### config.mk
export PLATFORM = sky130hd
export DESIGN_NAME = key_debouncer
export DESIGN_NICKNAME = d
export VERILOG_FILES = /design/src/rtl/key_debouncer_pkg.sv /design/src/rtl/key_debouncer_sync_2ff.sv /design/src/rtl/key_debouncer.sv
export SDC_FILE = /design/constraint.sdc
export NUM_CORES = 1
export LEC_CHECK = 0
export BUFFER_PORTS_ARGS = -buffer_cell sky130_fd_sc_hd__buf_2
export CAP_MARGIN = 15
export CELL_PAD_IN_SITES_DETAIL_PLACEMENT = 0
export CELL_PAD_IN_SITES_GLOBAL_PLACEMENT = 1
export CORE_MARGIN = 3
export CORE_UTILIZATION = 45
export DETAILED_ROUTE_END_ITERATION = 6
export PLACE_DENSITY = 0.8
export SYNTH_ARGS = -nofsm -noshare
export SYNTH_HDL_FRONTEND = slang
export SYNTH_SLANG_ARGS = --single-unit
export TNS_END_PERCENT = 5
### constraint.sdc
create_clock -name i_clk -period 2.1 [get_ports i_clk]
set_input_delay 0.21 -clock i_clk [delete_from_list [all_inputs] [get_ports i_clk]]
set_output_delay 0.21 -clock i_clk [all_outputs]
set_load 0.1 [all_outputs]
### src/rtl/key_debouncer_pkg.sv
// Shared types and 50 MHz timing defaults for the key debouncer and its users.
package key_debouncer_pkg;

  typedef enum logic [1:0] {
    ST_IDLE      = 2'd0,
    ST_PRESS_CHK = 2'd1,
    ST_HELD      = 2'd2,
    ST_REL_CHK   = 2'd3
  } deb_state_t;

  localparam int DEB_20MS  = 1_000_000;
  localparam int REP_500MS = 25_000_000;
  localparam int REP_100MS = 5_000_000;

  // Debounced level is high in both "pressed" states, including while a release is being qualified.
  function automatic logic level_of(deb_state_t st);
    return (st == ST_HELD) || (st == ST_REL_CHK);
  endfunction

endpackage

### src/rtl/key_debouncer_sync_2ff.sv
// Two-flop synchronizer for asynchronous board inputs; 2-edge latency, no backpressure.
// Synchronous active-low clear loads 0 into both stages.
module sync_2ff (
  input  logic i_clk,
  input  logic i_clr,
  input  logic i_d,
  output logic o_q
);

  logic r_s1;
  logic r_s2;

  always_ff @(posedge i_clk) begin
    if (!i_clr) begin
      r_s1 <= 1'b0;
      r_s2 <= 1'b0;
    end else begin
      r_s1 <= i_d;
      r_s2 <= r_s1;
    end
  end

  assign o_q = r_s2;

endmodule

### src/rtl/key_debouncer.sv
// Button debouncer: clean level plus press/release strobes, STABLE_CYCLES+2 edges latency, no backpressure.
// Define KEY_DEBOUNCER_AUTOREPEAT_EN to add auto-repeat press strobes while the button stays held.
module key_debouncer
  import key_debouncer_pkg::*;
#(
  parameter int STABLE_CYCLES = DEB_20MS,
  parameter int CNT_W         = 20,
  parameter int ACTIVE_LOW    = 1,
  parameter int REPEAT_DELAY  = REP_500MS,
  parameter int REPEAT_RATE   = REP_100MS
) (
  input  logic i_clk,
  input  logic i_clr,
  input  logic i_raw,
  output logic o_level,
  output logic o_press_pulse,
  output logic o_release_pulse
);

  localparam logic [CNT_W-1:0] CNT_LAST = CNT_W'(STABLE_CYCLES - 1);

  deb_state_t       r_state;
  deb_state_t       w_state_nxt;
  logic [CNT_W-1:0] r_cnt;
  logic [CNT_W-1:0] w_cnt_nxt;
  logic             r_press;
  logic             r_release;
  logic             w_accept_press;
  logic             w_release_nxt;
  logic             w_rep_fire;
  logic             w_raw_norm;
  logic             w_s;

  // Normalizing before the synchronizer lets its zero reset value mean "released" for either polarity.
  assign w_raw_norm = (ACTIVE_LOW != 0) ? ~i_raw : i_raw;

  sync_2ff u_sync (
    .i_clk (i_clk),
    .i_clr (i_clr),
    .i_d   (w_raw_norm),
    .o_q   (w_s)
  );

  always_comb begin
    w_state_nxt    = r_state;
    w_cnt_nxt      = r_cnt;
    w_accept_press = 1'b0;
    w_release_nxt  = 1'b0;
    case (r_state)
      ST_IDLE: begin
        if (w_s) begin
          w_state_nxt = ST_PRESS_CHK;
          w_cnt_nxt   = CNT_W'(1);
        end
      end
      ST_PRESS_CHK: begin
        if (!w_s) begin
          w_state_nxt = ST_IDLE;
          w_cnt_nxt   = '0;
        end else if (r_cnt == CNT_LAST) begin
          w_state_nxt    = ST_HELD;
          w_cnt_nxt      = '0;
          w_accept_press = 1'b1;
        end else begin
          w_cnt_nxt = r_cnt + CNT_W'(1);
        end
      end
      ST_HELD: begin
        if (!w_s) begin
          w_state_nxt = ST_REL_CHK;
          w_cnt_nxt   = CNT_W'(1);
        end
      end
      ST_REL_CHK: begin
        if (w_s) begin
          w_state_nxt = ST_HELD;
          w_cnt_nxt   = '0;
        end else if (r_cnt == CNT_LAST) begin
          w_state_nxt   = ST_IDLE;
          w_cnt_nxt     = '0;
          w_release_nxt = 1'b1;
        end else begin
          w_cnt_nxt = r_cnt + CNT_W'(1);
        end
      end
      default: begin
        w_state_nxt = ST_IDLE;
        w_cnt_nxt   = '0;
      end
    endcase
  end

  always_ff @(posedge i_clk) begin
    if (!i_clr) begin
      r_state   <= ST_IDLE;
      r_cnt     <= '0;
      r_press   <= 1'b0;
      r_release <= 1'b0;
    end else begin
      r_state   <= w_state_nxt;
      r_cnt     <= w_cnt_nxt;
      r_press   <= w_accept_press | w_rep_fire;
      r_release <= w_release_nxt;
    end
  end

`ifdef KEY_DEBOUNCER_AUTOREPEAT_EN
  localparam int REP_MAX = (REPEAT_DELAY > REPEAT_RATE) ? REPEAT_DELAY : REPEAT_RATE;
  localparam int REP_W   = (REP_MAX > 1) ? $clog2(REP_MAX) : 1;

  logic [REP_W-1:0] r_rep_cnt;
  logic             r_rep_first;
  logic             w_rep_hold;
  logic [REP_W-1:0] w_rep_last;

  assign w_rep_hold = (r_state == ST_HELD) && w_s;
  assign w_rep_last = r_rep_first ? REP_W'(REPEAT_DELAY - 1) : REP_W'(REPEAT_RATE - 1);
  assign w_rep_fire = w_rep_hold && (r_rep_cnt == w_rep_last);

  // Any entry into HELD (fresh press or a rejected release) restarts the initial delay.
  always_ff @(posedge i_clk) begin
    if (!i_clr) begin
      r_rep_cnt   <= '0;
      r_rep_first <= 1'b1;
    end else if ((w_state_nxt == ST_HELD) && (r_state != ST_HELD)) begin
      r_rep_cnt   <= '0;
      r_rep_first <= 1'b1;
    end else if (w_rep_fire) begin
      r_rep_cnt   <= '0;
      r_rep_first <= 1'b0;
    end else if (w_rep_hold) begin
      r_rep_cnt <= r_rep_cnt + REP_W'(1);
    end
  end
`else
  assign w_rep_fire = 1'b0;
`endif

  assign o_level         = level_of(r_state);
  assign o_press_pulse   = r_press;
  assign o_release_pulse = r_release;

endmodule

==> results of run 1 <==
==> sequential cells by signal, indices dropped and copies added, names as in the netlist, named ones only <==
register         cells
u_sync.r_s1          1
o_press_pulse        1
u_sync.o_q           1
r_state              1
o_release_pulse      1
r_cnt               20
==> worst max-delay path, cell delays in order, from the launching register on <==
cell and delay [ns]:
dfxtp_1 0.41, ha_1 0.26, nand4_2 0.27, nor4_4 0.31, buf_4 0.19, a21oi_4 0.12, a41oi_1 0.23, a31oi_1 0.07
==> metrics by stage <==
stage / setup TNS [ns] / std cells / power, mW / util / hold slack, ns
global placement: 0 / 193 / 0.546 / 0.503 / 0.360
finish: 0 / 201 / 0.883 / 0.539 / 0.182
floorplan: 0 / 158 / 0.533 / - / 0.277
CTS: 0 / 197 / 0.892 / 0.522 / 0.00581
detailed placement: 0 / 193 / 0.547 / 0.503 / 0.370
global route: -0.0470 / 201 / 0.918 / 0.539 / 0.168
==> final cells by class <==
| class | count | area, sq um |
|---|---|---|
| fillers | 280 | 1290 |
| multi-input cells | 122 | 797 |
| flip-flops and latches | 26 | 520 |
| repair buffers | 12 | 80.1 |
| well taps | 31 | 38.8 |
| clock inverters | 1 | 30.0 |
| clock buffers | 3 | 22.5 |
| inverters | 6 | 22.5 |
==> cells in the final DEF, fill, tap and decap left out, types with 4 or more instances in the layout <==
cell,n
nand3_1,11
and3_1,4
buf_4,6
buf_2,5
nor3_1,4
o21ai_0,6
inv_1,6
a21oi_1,14
dfxtp_1,26
nand2b_1,4
nand2_1,18
nor2_1,11
a31oi_1,11
==> repair_timing <==
item                                    4_1_cts  5_1_grt
hold buffers                                  0        1
buffers inserted                              0        2
hold endpoints to repair                      0        1
endpoints found under the setup margin        0       15
gates resized for setup                       0        2
==> report_power, final <==
part / internal [mW] / switching (mW) / total [mW]
registers: 0.498 / 0.00506 / 0.503
clock network: 0.193 / 0.152 / 0.346
logic: 0.0132 / 0.0207 / 0.0339
==> cell usage after synthesis <==
master | instances | area [sq um]
o211ai_1 | 1 | 7.51
ha_1 | 1 | 12.5
nand3_1 | 11 | 55.1
or2_2 | 1 | 6.26
o31ai_1 | 1 | 7.51
a22o_1 | 1 | 8.76
or4_1 | 1 | 7.51
and4b_1 | 2 | 20.0
a21oi_1 | 14 | 70.1
nand4_1 | 3 | 18.8
nor4_4 | 2 | 42.5
nand2_2 | 1 | 6.26
xnor2_1 | 1 | 8.76
xor2_2 | 1 | 16.3
o2bb2ai_1 | 1 | 8.76
and3b_1 | 2 | 17.5
nor3_1 | 4 | 20.0
nand4_2 | 1 | 12.5
a32oi_2 | 1 | 16.3
clkbuf_1 | 2 | 7.51
nor3b_1 | 1 | 7.51
inv_1 | 6 | 22.5
or3_1 | 2 | 12.5
nand2_1 | 18 | 67.6
and2_1 | 2 | 12.5
nor3_2 | 1 | 10.0
a21oi_4 | 1 | 16.3
dfxtp_1 | 26 | 521
and3_1 | 4 | 25.0
nand3b_1 | 1 | 7.51
or2b_1 | 2 | 15.0
o31a_1 | 1 | 8.76
nand2b_1 | 4 | 25.0
mux2i_1 | 2 | 20.0
buf_6 | 2 | 22.5
o21ai_0 | 6 | 30.0
nand3_2 | 1 | 10.0
a41oi_1 | 2 | 17.5
buf_4 | 1 | 7.51
nor2_1 | 11 | 41.3
nand4bb_2 | 1 | 16.3
a31oi_1 | 11 | 68.8
==> final timing paths <==
check	slack [ns]	end	from	cells after the start
max	0.14	r_cnt[7]	r_cnt[0]	7
min	0.18	r_cnt[0]	i_clr	3
max reg2reg	0.14	r_cnt[7]	r_cnt[0]	7
min reg2reg	0.46	u_sync.o_q	u_sync.r_s1	1
==> routing by layer <==
| metal | part of all wire | routed length, um | vias to the layer above |
|---|---|---|---|
| met5 | 0 | 0 | - |
| met4 | 0.011 | 33 | 0 |
| met3 | 0.020 | 61 | 4 |
| met2 | 0.47 | 1420 | 13 |
| met1 | 0.49 | 1480 | 540 |
| li1 | - | - | 605 |
==> logic make-up (layout without fill, tap and decap cells) <==
logic type / count (synthesis) / count (layout) / share of synthesized area
fa+ha+maj: 1 / 1 / 0.00923
flops: 26 / 26 / 0.384
xor+xnor: 2 / 2 / 0.0185
mux: 2 / 2 / 0.0148
buf+inv: 11 / 22 / 0.0443
simple gates: 76 / 76 / 0.337
compound gates: 40 / 41 / 0.192
==> flow_metrics.py, run 1 <==
metrics = {
    "grt": {
        "grt_max_degree": 28,
        "grt_use_met3": 0.0191,
        "gr-usage-met1": 0.244,
        "grt_busiest_layer": "met2",
        "grt_pass1_wl_um": 4870,
        "grt_use_met2": 0.269,
        "grt_pass1_vias": 1041,
        "antenna_found_initial": 0,
        "grt_overflow": 0,
        "grt_usage": 0.171,
    },
    "worst_setup_path": {
        "cp-end-kind": "register",
        "worst_ep_arrival_time_ns": 2.18,
        "required_ns": 2.32,
        "criticalPathCategory": "reg -> reg",
        "critPathMaxFanout": 14,
        "critPathLaunchType": "register",
    },
    "die": {
        "die_area_sq_um": 3710,
        "row_count": 19,
        "start_util": 0.483,
        "io_pins": 6,
        "fp.coreArea_sq_um": 2810,
        "dieWidth_um": 60.9,
        "chipHeight_um": 60.9,
    },
    "detailed_routing": {
        "first_iter_violations": 60,
        "vias": 1162,
        "drc_errors": 0,
        "drt-total-wl_um": 3000,
        "ant_nets": 0,
        "avgRoutedWirePerCell_um": 14.9,
        "via_per_inst": 5.78,
        "dr.pass1.iters": 4,
    },
    "logic_synthesis": {
        "avgSynthCellArea_sq_um": 8.58,
        "synth_fp_nets": 162,
        "netlist_area_sq_um": 1360,
        "synth_warnings": 0,
        "yosysSeqAreaShare": 0.384,
        "synth-seq-cells": 26,
        "synthCells": 158,
        "yosysUniqueCellTypes": 42,
    },
    "clocking": {
        "cts_buffers": 3,
        "htreeDepth": 1,
        "insertion_delay_ns": 0.33,
        "clkSinkCount": 26,
        "cts_root_buf": "clkbuf_4",
        "clockBufferDepth": 2,
        "clkTransAtPathRegs_ns": 0.14,
        "cts_tree": "yes",
    },
    "placed_design": {
        "io_buffers": 5,
        "hpwl_um": 2090,
        "postPlaceCellArea_sq_um": 1410,
        "dp_slack_ns": 0.101,
        "gp_congestion": 0.816,
    },
    "pwr": {
        "peakVddDrop_mv": 0.361,
        "power_leakage_nw": 0.575,
        "power.density_nw_per_um2": 584,
    },
    "sta": {
        "rsz0062_at_grt": "yes",
        "worstMarginPinSlew_ns": 0.486,
        "max_freq_mhz": 510,
        "finalWorstSetupSlack_ns": 0.138,
        "drv_slew": 0,
        "slew_headroom": 0.679,
        "min_period_over_period": 0.934,
        "hold_violations": 0,
        "fin_crit_ns": 1.96,
        "fin_worst_skew_ns": 0.00578,
        "setup_violations": 0,
    },
    "layout": {
        "syn_to_final_growth_pct": 11.5,
        "final_nets": 175,
        "antennaDiodeCount": 0,
        "fin_area_sq_um": 1510,
        "drive_gt1_frac": 0.159,
    },
    "job": {
        "maxCapViolCount": 0,
    },
    "hold_path": {
        "hold_path_class": "in -> reg",
    },
    "status": {
        "status": "finished clean",
    },
}
No activity file was read; power rests on OpenSTA's default activity.
==> run 2: changes to the inputs <==
- CTS_BUF_LIST: unset -> sky130_fd_sc_hd__clkbuf_8 sky130_fd_sc_hd__clkbuf_16
==> run 2 against run 1 <==
Via count is 0.52% lower; hold slack worse by 0.10 ns; first-iteration DRC count is 6.7% higher; non-clock buffer count is 1 lower; routed wire length is 1.6% lower; clock power is 19% higher; sequential share of layout area is 0.057 points lower; fmax is 2.2% higher; total power is 7.4% higher.
==> flow_metrics.py, run 2 (synthesis results as in run 1) <==
metrics = {
    "status": {
        "status": "finished clean",
    },
    "detailed_routing": {
        "ant_nets": 0,
        "first_iter_violations": 64,
        "via_per_inst": 5.78,
        "vias": 1156,
        "dr.pass1.iters": 4,
        "drt-total-wl_um": 2950,
        "drc_errors": 0,
        "avgRoutedWirePerCell_um": 14.8,
    },
    "clocking": {
        "htreeDepth": 1,
        "cts_root_buf": "clkbuf_8",
        "insertion_delay_ns": 0.27,
        "clockBufferDepth": 2,
        "cts_buffers": 3,
        "hold_buffers": 0,
        "clkTransAtPathRegs_ns": 0.09,
        "clkSinkCount": 26,
        "cts_tree": "yes",
    },
    "hold_path": {
        "whs_path_depth": 2,
        "hold_start": "i_raw",
        "min_to": "u_sync.r_s1",
        "hold_path_class": "in -> reg",
    },
    "layout": {
        "antennaDiodeCount": 0,
        "final_common_cell": "dfxtp_1",
        "final_nets": 174,
        "layout_common_cells": "dfxtp_1, nand2_1, a21oi_1",
        "largest_register": "r_cnt",
        "drive_gt1_frac": 0.160,
        "largest_reg_flops": 20,
        "stdcell_count": 200,
        "syn_to_final_growth_pct": 11.7,
        "fin_area_sq_um": 1510,
        "fin_util": 0.540,
    },
    "placed_design": {
        "postPlaceCellArea_sq_um": 1410,
        "dp_slack_ns": 0.101,
        "dp.cells": 193,
        "hpwl_um": 2090,
        "gp_congestion": 0.816,
        "io_buffers": 5,
    },
    "worst_setup_path": {
        "crit_chain": "ha_1 > nand4_2 > nor4_4 > buf_4 > a21oi_4 > a41oi_1 > a31oi_1",
        "worst_path_max_delay_cell": "dfxtp_1",
        "crit_family": "simple AND/OR/NAND/NOR gates",
        "cp_slowest_stage_delay_ns": 0.39,
        "critPathMaxFanout": 14,
        "path_buf_inv": 1,
        "r2r.worst_path.cells": 7,
        "r2r-start": "r_cnt[0]",
        "criticalPathCategory": "reg -> reg",
        "cp-end-kind": "register",
        "critPathLaunchType": "register",
        "reg2reg_slack_ns": 0.18,
        "required_ns": 2.25,
        "r2r-end": "r_cnt[7]",
        "worst_ep_arrival_time_ns": 2.07,
    },
    "sta": {
        "worstMarginPinSlew_ns": 0.486,
        "setup_violations": 0,
        "setup_tns_ns": 0,
        "slew_headroom": 0.679,
        "holdWs_ns": 0.0802,
        "fin_crit_ns": 1.92,
        "fin_worst_skew_ns": 0.00208,
        "rsz0062_at_grt": "no",
        "drv_slew": 0,
        "hold_violations": 0,
        "min_period_over_period": 0.914,
        "max_freq_mhz": 521,
        "finalWorstSetupSlack_ns": 0.180,
    },
    "die": {
        "start_util": 0.483,
        "io_pins": 6,
        "die_area_sq_um": 3710,
        "row_count": 19,
        "dieWidth_um": 60.9,
        "fp.coreArea_sq_um": 2810,
        "chipHeight_um": 60.9,
    },
    "grt": {
        "grt_pass1_vias": 1026,
        "grt_usage": 0.170,
        "grt_pass1_wl_um": 4840,
        "antenna_found_initial": 0,
        "grt_max_degree": 28,
        "grt_overflow": 0,
    },
    "pwr": {
        "power_leakage_nw": 0.562,
        "power.density_nw_per_um2": 626,
        "finalPower_mw": 0.948,
        "peakVddDrop_mv": 0.292,
    },
    "job": {
        "maxCapViolCount": 0,
    },
}
-- run 2: changes by cell type in the layout (fill, tap and decap cells not counted) --
cell           delta
clkbuf_4          -3
clkbuf_8          +3
nor3_4            -1
nor3_2            +1
dlygate4sd3_1     -1
-- run 2: what timing repair did --
item | 4_1_cts | 5_1_grt
resized for setup | 0 | 1
setup endpoints to repair | 0 | 15
setup buffers | 0 | 2
-- run 2: worst reg2reg max path: stages (launching register included) --
cell,delay [ns]
dfxtp_1,0.39
ha_1,0.27
nand4_2,0.24
nor4_4,0.29
buf_4,0.19
a21oi_4,0.12
a41oi_1,0.24
a31oi_1,0.06
-- run 2: layout make-up --
class / instances / area (sq um)
clock buffer: 3 / 41.3
multi-input combinational: 122 / 791
tap: 31 / 38.8
inverter: 6 / 22.5
clock inverter: 1 / 30.0
sequential: 26 / 520
fill: 276 / 1290
timing repair buffer: 11 / 70.1
-- run 2: layer usage --
metal / global-route usage / up-vias / part of all wire
li1: - / 602 / -
met1: 0.244 / 541 / 0.50
met2: 0.266 / 11 / 0.47
met3: 0.0191 / 2 / 0.017
met4: 0.0557 / 0 / 0.0095
met5: 0 / - / 0
-- run 2: how the worst max path moves through the flow --
stage                     startpoint   endpoint  slack, ns  cells after the start
after global placement      r_cnt[0]   r_cnt[7]       0.16                      6
after floorplan             r_cnt[0]  r_cnt[18]       0.29                      7
after global routing        r_cnt[0]  r_cnt[12]     0.0004                      6
final                       r_cnt[0]   r_cnt[7]       0.18                      7
after CTS                   r_cnt[0]   r_cnt[7]       0.08                      6
after detailed placement    r_cnt[0]   r_cnt[7]       0.10                      6
-- run 2: where the power goes --
part | switching, mW | internal [mW]
Combinational | 0.0207 | 0.0120
Clock | 0.158 | 0.255
Sequential | 0.00528 | 0.497
